`src/rtl/cnt_arb_seq_if.sv`:
```
// Handshake bundle between two sweep requesters, the sequencer and the shared counter.
// The master side is the requester/counter environment, the slave side is the sequencer.
interface cnt_arb_seq_if #(
  parameter int SIZECOUNT = 12
);
  logic                 req0;
  logic                 req1;
  logic [SIZECOUNT-1:0] start0;
  logic [SIZECOUNT-1:0] start1;
  logic [SIZECOUNT-1:0] end0;
  logic [SIZECOUNT-1:0] end1;
  logic                 step0;
  logic                 step1;
  logic                 gnt0;
  logic                 gnt1;
  logic                 done0;
  logic                 done1;
  logic                 busy;
  logic                 cnt_clear;
  logic                 cnt_load;
  logic                 cnt_go;
  logic [SIZECOUNT-1:0] cnt_loadValue;
  logic [SIZECOUNT-1:0] cnt_maxValue;
  logic [SIZECOUNT-1:0] cnt_count;

  modport master (
    output req0, req1, start0, start1, end0, end1, step0, step1, cnt_count,
    input  gnt0, gnt1, done0, done1, busy,
    input  cnt_clear, cnt_load, cnt_go, cnt_loadValue, cnt_maxValue
  );

  modport slave (
    input  req0, req1, start0, start1, end0, end1, step0, step1, cnt_count,
    output gnt0, gnt1, done0, done1, busy,
    output cnt_clear, cnt_load, cnt_go, cnt_loadValue, cnt_maxValue
  );
endinterface

```
`src/rtl/cnt_arb_seq.sv`:
```
// Round-robin sequencer granting one of two requesters a sweep of the shared counter
// from its start value to its end value, then pulsing done and clearing the counter.
module cnt_arb_seq #(
  parameter int SIZECOUNT = 12
) (
  input logic          clk,
  input logic          reset,
  cnt_arb_seq_if.slave bus
);

  // state | meaning
  // IDLE  | no grant, waiting for a request
  // LOAD  | winner latched, counter loaded with its start value
  // RUN   | counter advances on the winner's step until it reaches end
  // DONE  | one-cycle done pulse and counter clear, then back to IDLE
  typedef enum logic [1:0] {
    S_IDLE = 2'd0,
    S_LOAD = 2'd1,
    S_RUN  = 2'd2,
    S_DONE = 2'd3
  } state_t;

  state_t               r_state;
  logic                 r_idx;
  logic                 r_last;
  logic                 r_gnt0;
  logic                 r_gnt1;
  logic                 r_done0;
  logic                 r_done1;
  logic                 r_busy;
  logic                 r_clear;
  logic                 r_load;
  logic [SIZECOUNT-1:0] r_load_val;
  logic [SIZECOUNT-1:0] r_max_val;

  logic w_win;
  logic w_at_end;
  logic w_step;

  // On a tie the requester that was not served last wins; r_last resets to 1 so req0 wins first.
  assign w_win    = (bus.req0 && bus.req1) ? ~r_last : bus.req1;
  assign w_at_end = (bus.cnt_count == r_max_val);
  assign w_step   = r_idx ? bus.step1 : bus.step0;

  always_ff @(posedge clk or negedge reset) begin
    if (!reset) begin
      r_state    <= S_IDLE;
      r_idx      <= 1'b0;
      r_last     <= 1'b1;
      r_gnt0     <= 1'b0;
      r_gnt1     <= 1'b0;
      r_done0    <= 1'b0;
      r_done1    <= 1'b0;
      r_busy     <= 1'b0;
      r_clear    <= 1'b0;
      r_load     <= 1'b0;
      r_load_val <= '0;
      r_max_val  <= '0;
    end else begin
      case (r_state)
        S_IDLE: begin
          if (bus.req0 || bus.req1) begin
            r_state    <= S_LOAD;
            r_idx      <= w_win;
            r_load_val <= w_win ? bus.start1 : bus.start0;
            r_max_val  <= w_win ? bus.end1 : bus.end0;
            r_gnt0     <= ~w_win;
            r_gnt1     <= w_win;
            r_busy     <= 1'b1;
            r_load     <= 1'b1;
          end
        end
        S_LOAD: begin
          r_state <= S_RUN;
          r_load  <= 1'b0;
        end
        S_RUN: begin
          if (w_at_end) begin
            r_state <= S_DONE;
            r_done0 <= ~r_idx;
            r_done1 <= r_idx;
            r_clear <= 1'b1;
          end
        end
        S_DONE: begin
          r_state <= S_IDLE;
          r_last  <= r_idx;
          r_done0 <= 1'b0;
          r_done1 <= 1'b0;
          r_clear <= 1'b0;
          r_gnt0  <= 1'b0;
          r_gnt1  <= 1'b0;
          r_busy  <= 1'b0;
        end
        default: r_state <= S_IDLE;
      endcase
    end
  end

  // Advance must drop in the same cycle the counter reaches end, so it cannot be registered.
  assign bus.cnt_go        = (r_state == S_RUN) && w_step && !w_at_end;
  assign bus.gnt0          = r_gnt0;
  assign bus.gnt1          = r_gnt1;
  assign bus.done0         = r_done0;
  assign bus.done1         = r_done1;
  assign bus.busy          = r_busy;
  assign bus.cnt_clear     = r_clear;
  assign bus.cnt_load      = r_load;
  assign bus.cnt_loadValue = r_load_val;
  assign bus.cnt_maxValue  = r_max_val;

endmodule

```
`src/flat_wrapper.sv`:
```
// flat-port wrapper written by rule: the top's interface ports become plain ports
module cnt_arb_seq_flat 
#(
  parameter int SIZECOUNT = 12
)
  (clk, reset, bus_req0, bus_req1, bus_start0, bus_start1, bus_end0, bus_end1, bus_step0, bus_step1, bus_cnt_count, bus_gnt0, bus_gnt1, bus_done0, bus_done1, bus_busy, bus_cnt_clear, bus_cnt_load, bus_cnt_go, bus_cnt_loadValue, bus_cnt_maxValue);
  cnt_arb_seq_if #(.SIZECOUNT(SIZECOUNT)) bus_i ();
  input logic clk;
  input logic reset;
  input wire logic [$bits(bus_i.req0)-1:0] bus_req0;
  input wire logic [$bits(bus_i.req1)-1:0] bus_req1;
  input wire logic [$bits(bus_i.start0)-1:0] bus_start0;
  input wire logic [$bits(bus_i.start1)-1:0] bus_start1;
  input wire logic [$bits(bus_i.end0)-1:0] bus_end0;
  input wire logic [$bits(bus_i.end1)-1:0] bus_end1;
  input wire logic [$bits(bus_i.step0)-1:0] bus_step0;
  input wire logic [$bits(bus_i.step1)-1:0] bus_step1;
  input wire logic [$bits(bus_i.cnt_count)-1:0] bus_cnt_count;
  output wire logic [$bits(bus_i.gnt0)-1:0] bus_gnt0;
  output wire logic [$bits(bus_i.gnt1)-1:0] bus_gnt1;
  output wire logic [$bits(bus_i.done0)-1:0] bus_done0;
  output wire logic [$bits(bus_i.done1)-1:0] bus_done1;
  output wire logic [$bits(bus_i.busy)-1:0] bus_busy;
  output wire logic [$bits(bus_i.cnt_clear)-1:0] bus_cnt_clear;
  output wire logic [$bits(bus_i.cnt_load)-1:0] bus_cnt_load;
  output wire logic [$bits(bus_i.cnt_go)-1:0] bus_cnt_go;
  output wire logic [$bits(bus_i.cnt_loadValue)-1:0] bus_cnt_loadValue;
  output wire logic [$bits(bus_i.cnt_maxValue)-1:0] bus_cnt_maxValue;
  assign bus_i.req0 = bus_req0;
  assign bus_i.req1 = bus_req1;
  assign bus_i.start0 = bus_start0;
  assign bus_i.start1 = bus_start1;
  assign bus_i.end0 = bus_end0;
  assign bus_i.end1 = bus_end1;
  assign bus_i.step0 = bus_step0;
  assign bus_i.step1 = bus_step1;
  assign bus_i.cnt_count = bus_cnt_count;
  assign bus_gnt0 = bus_i.gnt0;
  assign bus_gnt1 = bus_i.gnt1;
  assign bus_done0 = bus_i.done0;
  assign bus_done1 = bus_i.done1;
  assign bus_busy = bus_i.busy;
  assign bus_cnt_clear = bus_i.cnt_clear;
  assign bus_cnt_load = bus_i.cnt_load;
  assign bus_cnt_go = bus_i.cnt_go;
  assign bus_cnt_loadValue = bus_i.cnt_loadValue;
  assign bus_cnt_maxValue = bus_i.cnt_maxValue;
  cnt_arb_seq #(.SIZECOUNT(SIZECOUNT)) u_core (.clk(clk), .reset(reset), .bus(bus_i));
endmodule
```
`config.mk`:
```
export PLATFORM = sky130hd
export DESIGN_NAME = cnt_arb_seq_flat
export DESIGN_NICKNAME = d
export VERILOG_FILES = /design/src/rtl/cnt_arb_seq_if.sv /design/src/rtl/cnt_arb_seq.sv /design/src/flat_wrapper.sv
export SDC_FILE = /design/constraint.sdc
export NUM_CORES = 1
export LEC_CHECK = 0
export ABC_AREA = 1
export CAP_MARGIN = 5
export CORE_MARGIN = 3
export CORE_UTILIZATION = 39
export CTS_CLUSTER_SIZE = 25
export DETAILED_ROUTE_END_ITERATION = 7
export PLACE_DENSITY = 0.82
export SYNTH_ARGS = -nofsm -noshare
export SYNTH_HDL_FRONTEND = slang
export SYNTH_SLANG_ARGS = --single-unit
```
`constraint.sdc`:
```
create_clock -name clk -period 2 [get_ports clk]
set_clock_uncertainty 0.2 [all_clocks]
set_input_delay 0.2 -clock clk [delete_from_list [all_inputs] [get_ports clk]]
set_output_delay 0.2 -clock clk [all_outputs]
set_load 0.01 [all_outputs]
```
# After elaboration in Yosys (flattened, before gate mapping)
# Cells that the tools add are included.
[word_totals]
reg_bits = 35
wordCells = 55
out_inout_bits = 32
[classes]
bitwise = 3
n_reduce_logical = 14
n_eq_ne = 6
muxes = 20
[op_table]
columns = ["op", "n"]
rows = [
  ["two-way mux 12 bit", 2],
  ["case mux 1 bit (2 select lines)", 7],
  ["equality test 12 bit", 1],
  ["AND reduction 2 bit", 5],
  ["two-way mux 1 bit", 8],
  ["case mux 2 bit (4 select lines)", 1],
  ["nonzero test 2 bit", 3],
  ["equality test 2 bit, second input constant", 2],
  ["two-way mux 2 bit", 2],
  ["inequality test 2 x 1 -> 1 bit, second input constant", 2],
  ["logical AND 1 bit", 3],
  ["NOT 1 bit", 3],
  ["equality test 2 x 1 -> 1 bit, second input constant", 1],
  ["logical NOT 2 bit", 1],
  ["logical NOT 1 bit", 1],
  ["logical OR 1 bit", 1],
]

# Longest topological paths before layout
[depth]
depth_word = 5
mapped_depth = 10
depth_no_buf = 10

# Worst setup path after synthesis
# Ideal clock, no wire load.
[synth_path]
path_type = "reg-to-reg"
start = "register u_core.r_state[0]"
end = "register u_core.r_load_val[0], in the netlist u_core.bus.cnt_loadValue[0]"
required_ns = 1.679
slack_ns = 0.443
arrival_time_ns = 1.236
setup_time_ns = 0.121
stages_incl_launch_ff = 9
n_path_buf = 1
cell_sequence = "dfrtp_1 inv_1 ha_1 inv_1 a21oi_4 inv_2 buf_2 nand2_1 o21ai_1"
[synth_between]
elab_chain_cells = 2
[synth_rtl]
columns = ["item", "line_no", "rtl"]
rows = [
  ["start, declared", "cnt_arb_seq.sv:23", "state_t r_state;"],
  ["start signal, assigned", "cnt_arb_seq.sv:47", "r_state <= S_IDLE;"],
  ["start signal, assigned", "cnt_arb_seq.sv:63", "r_state <= S_LOAD;"],
  ["start signal, assigned", "cnt_arb_seq.sv:74", "r_state <= S_RUN;"],
  ["logical NOT 2 bit", "cnt_arb_seq.sv:60", "case (r_state)"],
  ["AND reduction 2 bit (no line)", "n/a", ""],
  ["end signal, assigned", "cnt_arb_seq.sv:65", "r_load_val <= w_win ? bus.start1 : bus.start0;"],
  ["end, declared", "cnt_arb_seq.sv:33", "logic [SIZECOUNT-1:0] r_load_val;"],
]
# Every way passes these cells.
# A chain may end at the register's enable or synchronous reset.

# Worst setup path after layout
[layout_path]
start = "register u_core.r_max_val[3], in the netlist u_core.bus.cnt_maxValue[3]"
end = "output bus_cnt_go"
[layout_between]
elab_chain_cells = 3
[layout_rtl]
columns = ["item", "line_no", "rtl"]
rows = [
  ["start, declared", "cnt_arb_seq.sv:34", "logic [SIZECOUNT-1:0] r_max_val;"],
  ["start signal, assigned", "cnt_arb_seq.sv:66", "r_max_val <= w_win ? bus.end1 : bus.end0;"],
  ["equality test 12 bit", "cnt_arb_seq.sv:42", "assign w_at_end = (bus.cnt_count == r_max_val);"],
  ["logical NOT 1 bit", "cnt_arb_seq.sv:101", "assign bus.cnt_go = (r_state == S_RUN) && w_step && !w_at_end;"],
  ["logical AND 1 bit", "cnt_arb_seq.sv:101", ""],
  ["end, declared", "flat_wrapper.sv:26", "output wire logic [$bits(bus_i.cnt_go)-1:0] bus_cnt_go;"],
]
# Every way passes these cells.

==> impl_metrics.tcl <==
set metrics [dict create \
    ys_warn_count 0 \
    synth_top_cell_area_share 0.4616 \
    wl_met3_um 388 \
    endpoint_kind "output pin" \
    cts.htree.levels 2 \
    outcome "completed" \
    gr-usage-all-layers 0.2015 \
    nNetsFinal 416 \
    avgRoutedWirePerCell_um 13.55 \
    dp.cells 385 \
    synthArstFlopShare 1.000 \
    wl_um 5394 \
    synth_xor_area_frac 0.03327 \
    synth_edf_count 0 \
    path_cells "xnor2_1 > nand2_1 > nor2_4 > nand3_1 > nand2_2 > a21oi_1 > clkbuf_2" \
    fin_crit_ns 1.848 \
    max_stage_delay_ns 0.40 \
    synth_area_leaders "dfrtp_1, nand2_1, o21ai_1" \
    start_util 0.4147 \
    dieArea_sq_um 5587 \
    seqCellArea_sq_um 877.1 \
    yosys-mux-area-fraction 0 \
    clock_sinks 35 \
    clockPowerShare 0.154 \
    multiInputGateArea_sq_um 847.1 \
    period_share 0.9241 \
    final_util 0.6900 \
    worstSkewPairLatency_ns 0.28 \
    p_leak_nw 1.393 \
    grt_setup_unrepaired "false" \
    met2WireLength_um 2659 \
    rows 24 \
    hold_path.class "reg -> reg" \
    peakVddDrop_mv 0.8150 \
    seqPwrFrac 0.309 \
    globalRouteOverflowTotal 0 \
    required_ns 1.60 \
    fmax_mhz 541.0 \
    die_w_um 74.75 \
    synth-seq-cells 35 \
    fill_cells 394 \
    cp-start-kind "flip-flop" \
    synth_top_family_by_area "simple AND/OR/NAND/NOR gates" \
    synthAdderAreaFrac 0.03394 \
    drive_gt1_frac 0.09538 \
    place_hpwl_um 4041 \
    setup_violations 0 \
    critPathArrivalTime_ns 1.45 \
    worstSetupPathType "reg -> out" \
    routed.top_layer "met4" \
    synth_compound_area_frac 0.1656 \
    powerDensity_nw_per_um2 1400 \
    grt_max_degree 36 \
    maxSlewHeadroom 0.4799 \
    cpMaxStageDelayCell "dfrtp_1" \
    synth_cell_types 20 \
    power_frac_comb 0.537 \
    synth_nets 308 \
    grt_pass1_vias 1922 \
    swShare 0.3774 \
    cts_tree "yes" \
    vias 1964 \
    drt-met1-wl_um 2327 \
    first_pass_iters 4 \
    slew_violations 0 \
    syn_area_sq_um 1843 \
    netlist_instances 237 \
    drcViolationCount 0 \
    synth_area_leader_cell "dfrtp_1" \
    boundaryPins 98 \
    hold_violations 0 \
    syn_area_per_cell_sq_um 7.776 \
    synth-simple-area-share 0.2159 \
    setup_tns_ns 0 \
    core_region_area_sq_um 4444 \
    path_clk_slew_ns 0.07 \
    grt_antenna_before_repair 0 \
    cts_root_buf "clkbuf_8" \
    synthFlopType "dfrtp_1" \
    port-buffer-count 97 \
    n_antenna_cell 0 \
    numCtsBuffers 5 \
    synthToLayoutAreaGrowth_pct 66.40 \
    synth_common_cells "nand2_1, o21ai_1, dfrtp_1, nor2_1, inv_1" \
    internal-power_w 0.002672 \
    yosysMostFrequentCell "nand2_1" \
    critPathMaxFanout 2 \
    finalNonFillerCells 398 \
    clock_path_buffers 2 \
    place_congestion 0.8569 \
    worst_pin_slew_ns 0.7802 \
    place_area_sq_um 2894 \
    yosysSeqAreaShare 0.4759 \
    drv_cap 0 \
    via_per_inst 4.935 \
    drt_iter0_markers 106 \
    drtAntennaViolNets 0 \
    die_y_um 74.75 \
    design_area_sq_um 3067 \
    grt_pass1_wl_um 8618 \
    p_sw_w 0.001620 \
]
## worst paths after layout
| check | end | depth (start not counted) | start | slack (ns) |
|---|---|---|---|---|
| max in group asynchronous | u_core.bus.busy$_DFFE_PN0P_ | 2 | reset | 0.77 |
| setup reg to reg | u_core.bus.cnt_loadValue[5]$_DFFE_PN0P_ | 7 | u_core.r_state[1]$_DFFE_PN0P_ | 0.16 |
| setup / recovery | bus_cnt_go | 7 | u_core.bus.cnt_maxValue[3]$_DFFE_PN0P_ | 0.15 |
| hold reg to reg | u_core.bus.cnt_loadValue[9]$_DFFE_PN0P_ | 2 | u_core.bus.cnt_loadValue[9]$_DFFE_PN0P_ | 0.29 |
| hold / removal | u_core.bus.cnt_loadValue[9]$_DFFE_PN0P_ | 2 | u_core.bus.cnt_loadValue[9]$_DFFE_PN0P_ | 0.29 |
| min in group asynchronous | u_core.bus.cnt_loadValue[3]$_DFFE_PN0P_ | 2 | reset | 0.33 |
## critical path, delay by kind of cell (launching register included)
family / cells / cell delay [ns]
AOI/OAI and AO/OA: 1 / 0.04
DFF: 1 / 0.40
and+or+nand+nor: 4 / 0.42
buffers and inverters: 1 / 0.12
xor gates and xnor gates: 1 / 0.18
## kinds of logic (layout without fill, tap and decap cells)
group / count (synthesis) / count (layout)
and+or+nand+nor: 100 / 100
xor gates and xnor gates: 7 / 7
buffers and inverters: 33 / 142
AOI/OAI and AO/OA: 57 / 57
adders and majority gates: 5 / 5
DFF: 35 / 35
## area by class of cell
type | count | area share
Tap cell | 52 | 0.02122
Sequential cell | 35 | 0.2860
Multi-Input combinational cell | 169 | 0.2762
Timing Repair Buffer | 109 | 0.3476
Clock buffer | 6 | 0.02693
Inverter | 25 | 0.03060
Clock inverter | 2 | 0.01142
## routing by layer
metal / track usage / vias to the layer above
met4: 0.04150 / 0
met2: 0.3473 / 72
met5: 0 / -
met1: 0.2487 / 912
met3: 0.06409 / 2
li1: - / 978
## cell usage in the layout (no fill, tap or decap), types with 5 or more instances in the layout
master           instances
dfrtp_1                 34
nand3_1                  9
o21ai_0                  8
clkdlybuf4s50_1         95
clkbuf_8                 6
inv_1                   22
xnor2_1                  6
o21ai_1                 39
nand2_1                 57
buf_4                   10
ha_1                     5
nor2_1                  26
o22ai_1                  7
## power by group through the flow
stage | logic, W | clock network (W) | registers [W]
after floorplan | 0.00101 | 0 | 0.00145
after global placement | 0.00218 | 0 | 0.00132
after detailed placement | 0.00224 | 0 | 0.00134
after CTS | 0.00229 | 0.000678 | 0.00133
after global routing | 0.00257 | 0.000703 | 0.00137
final | 0.00231 | 0.000662 | 0.00132
## repair_timing
item | 4_1_cts | 5_1_grt
resized for setup | 3 | 5
hold endpoints to repair | 34 | 0
hold buffers | 1 | 0
setup buffers | 2 | 2
setup endpoints to repair | 1 | 1
pin swaps | 3 | 4
## registers in the layout, indices dropped and copies added (netlist names)
name / count
u_core.bus.cnt_loadValue: 12
u_core.bus.cnt_maxValue: 12
u_core.r_state: 2
u_core.bus.busy: 1
u_core.bus.cnt_clear: 1
u_core.bus.cnt_load: 1
u_core.bus.done0: 1
u_core.bus.done1: 1
u_core.bus.gnt0: 1
u_core.bus.gnt1: 1
u_core.r_idx: 1
u_core.r_last: 1
## metrics by stage
step	hold slack, ns	worst slack [ns]	power [W]
final	0.2902	0.1517	0.004292
after global routing	0.3199	0.01517	0.004641
after CTS	0.2976	0.03297	0.004292
after detailed placement	0.1358	-0.1847	0.003577
after global placement	0.1236	-0.1749	0.003492
after floorplan	-0.2956	0.4425	0.002458
No activity file was read; power rests on OpenSTA's default activity.
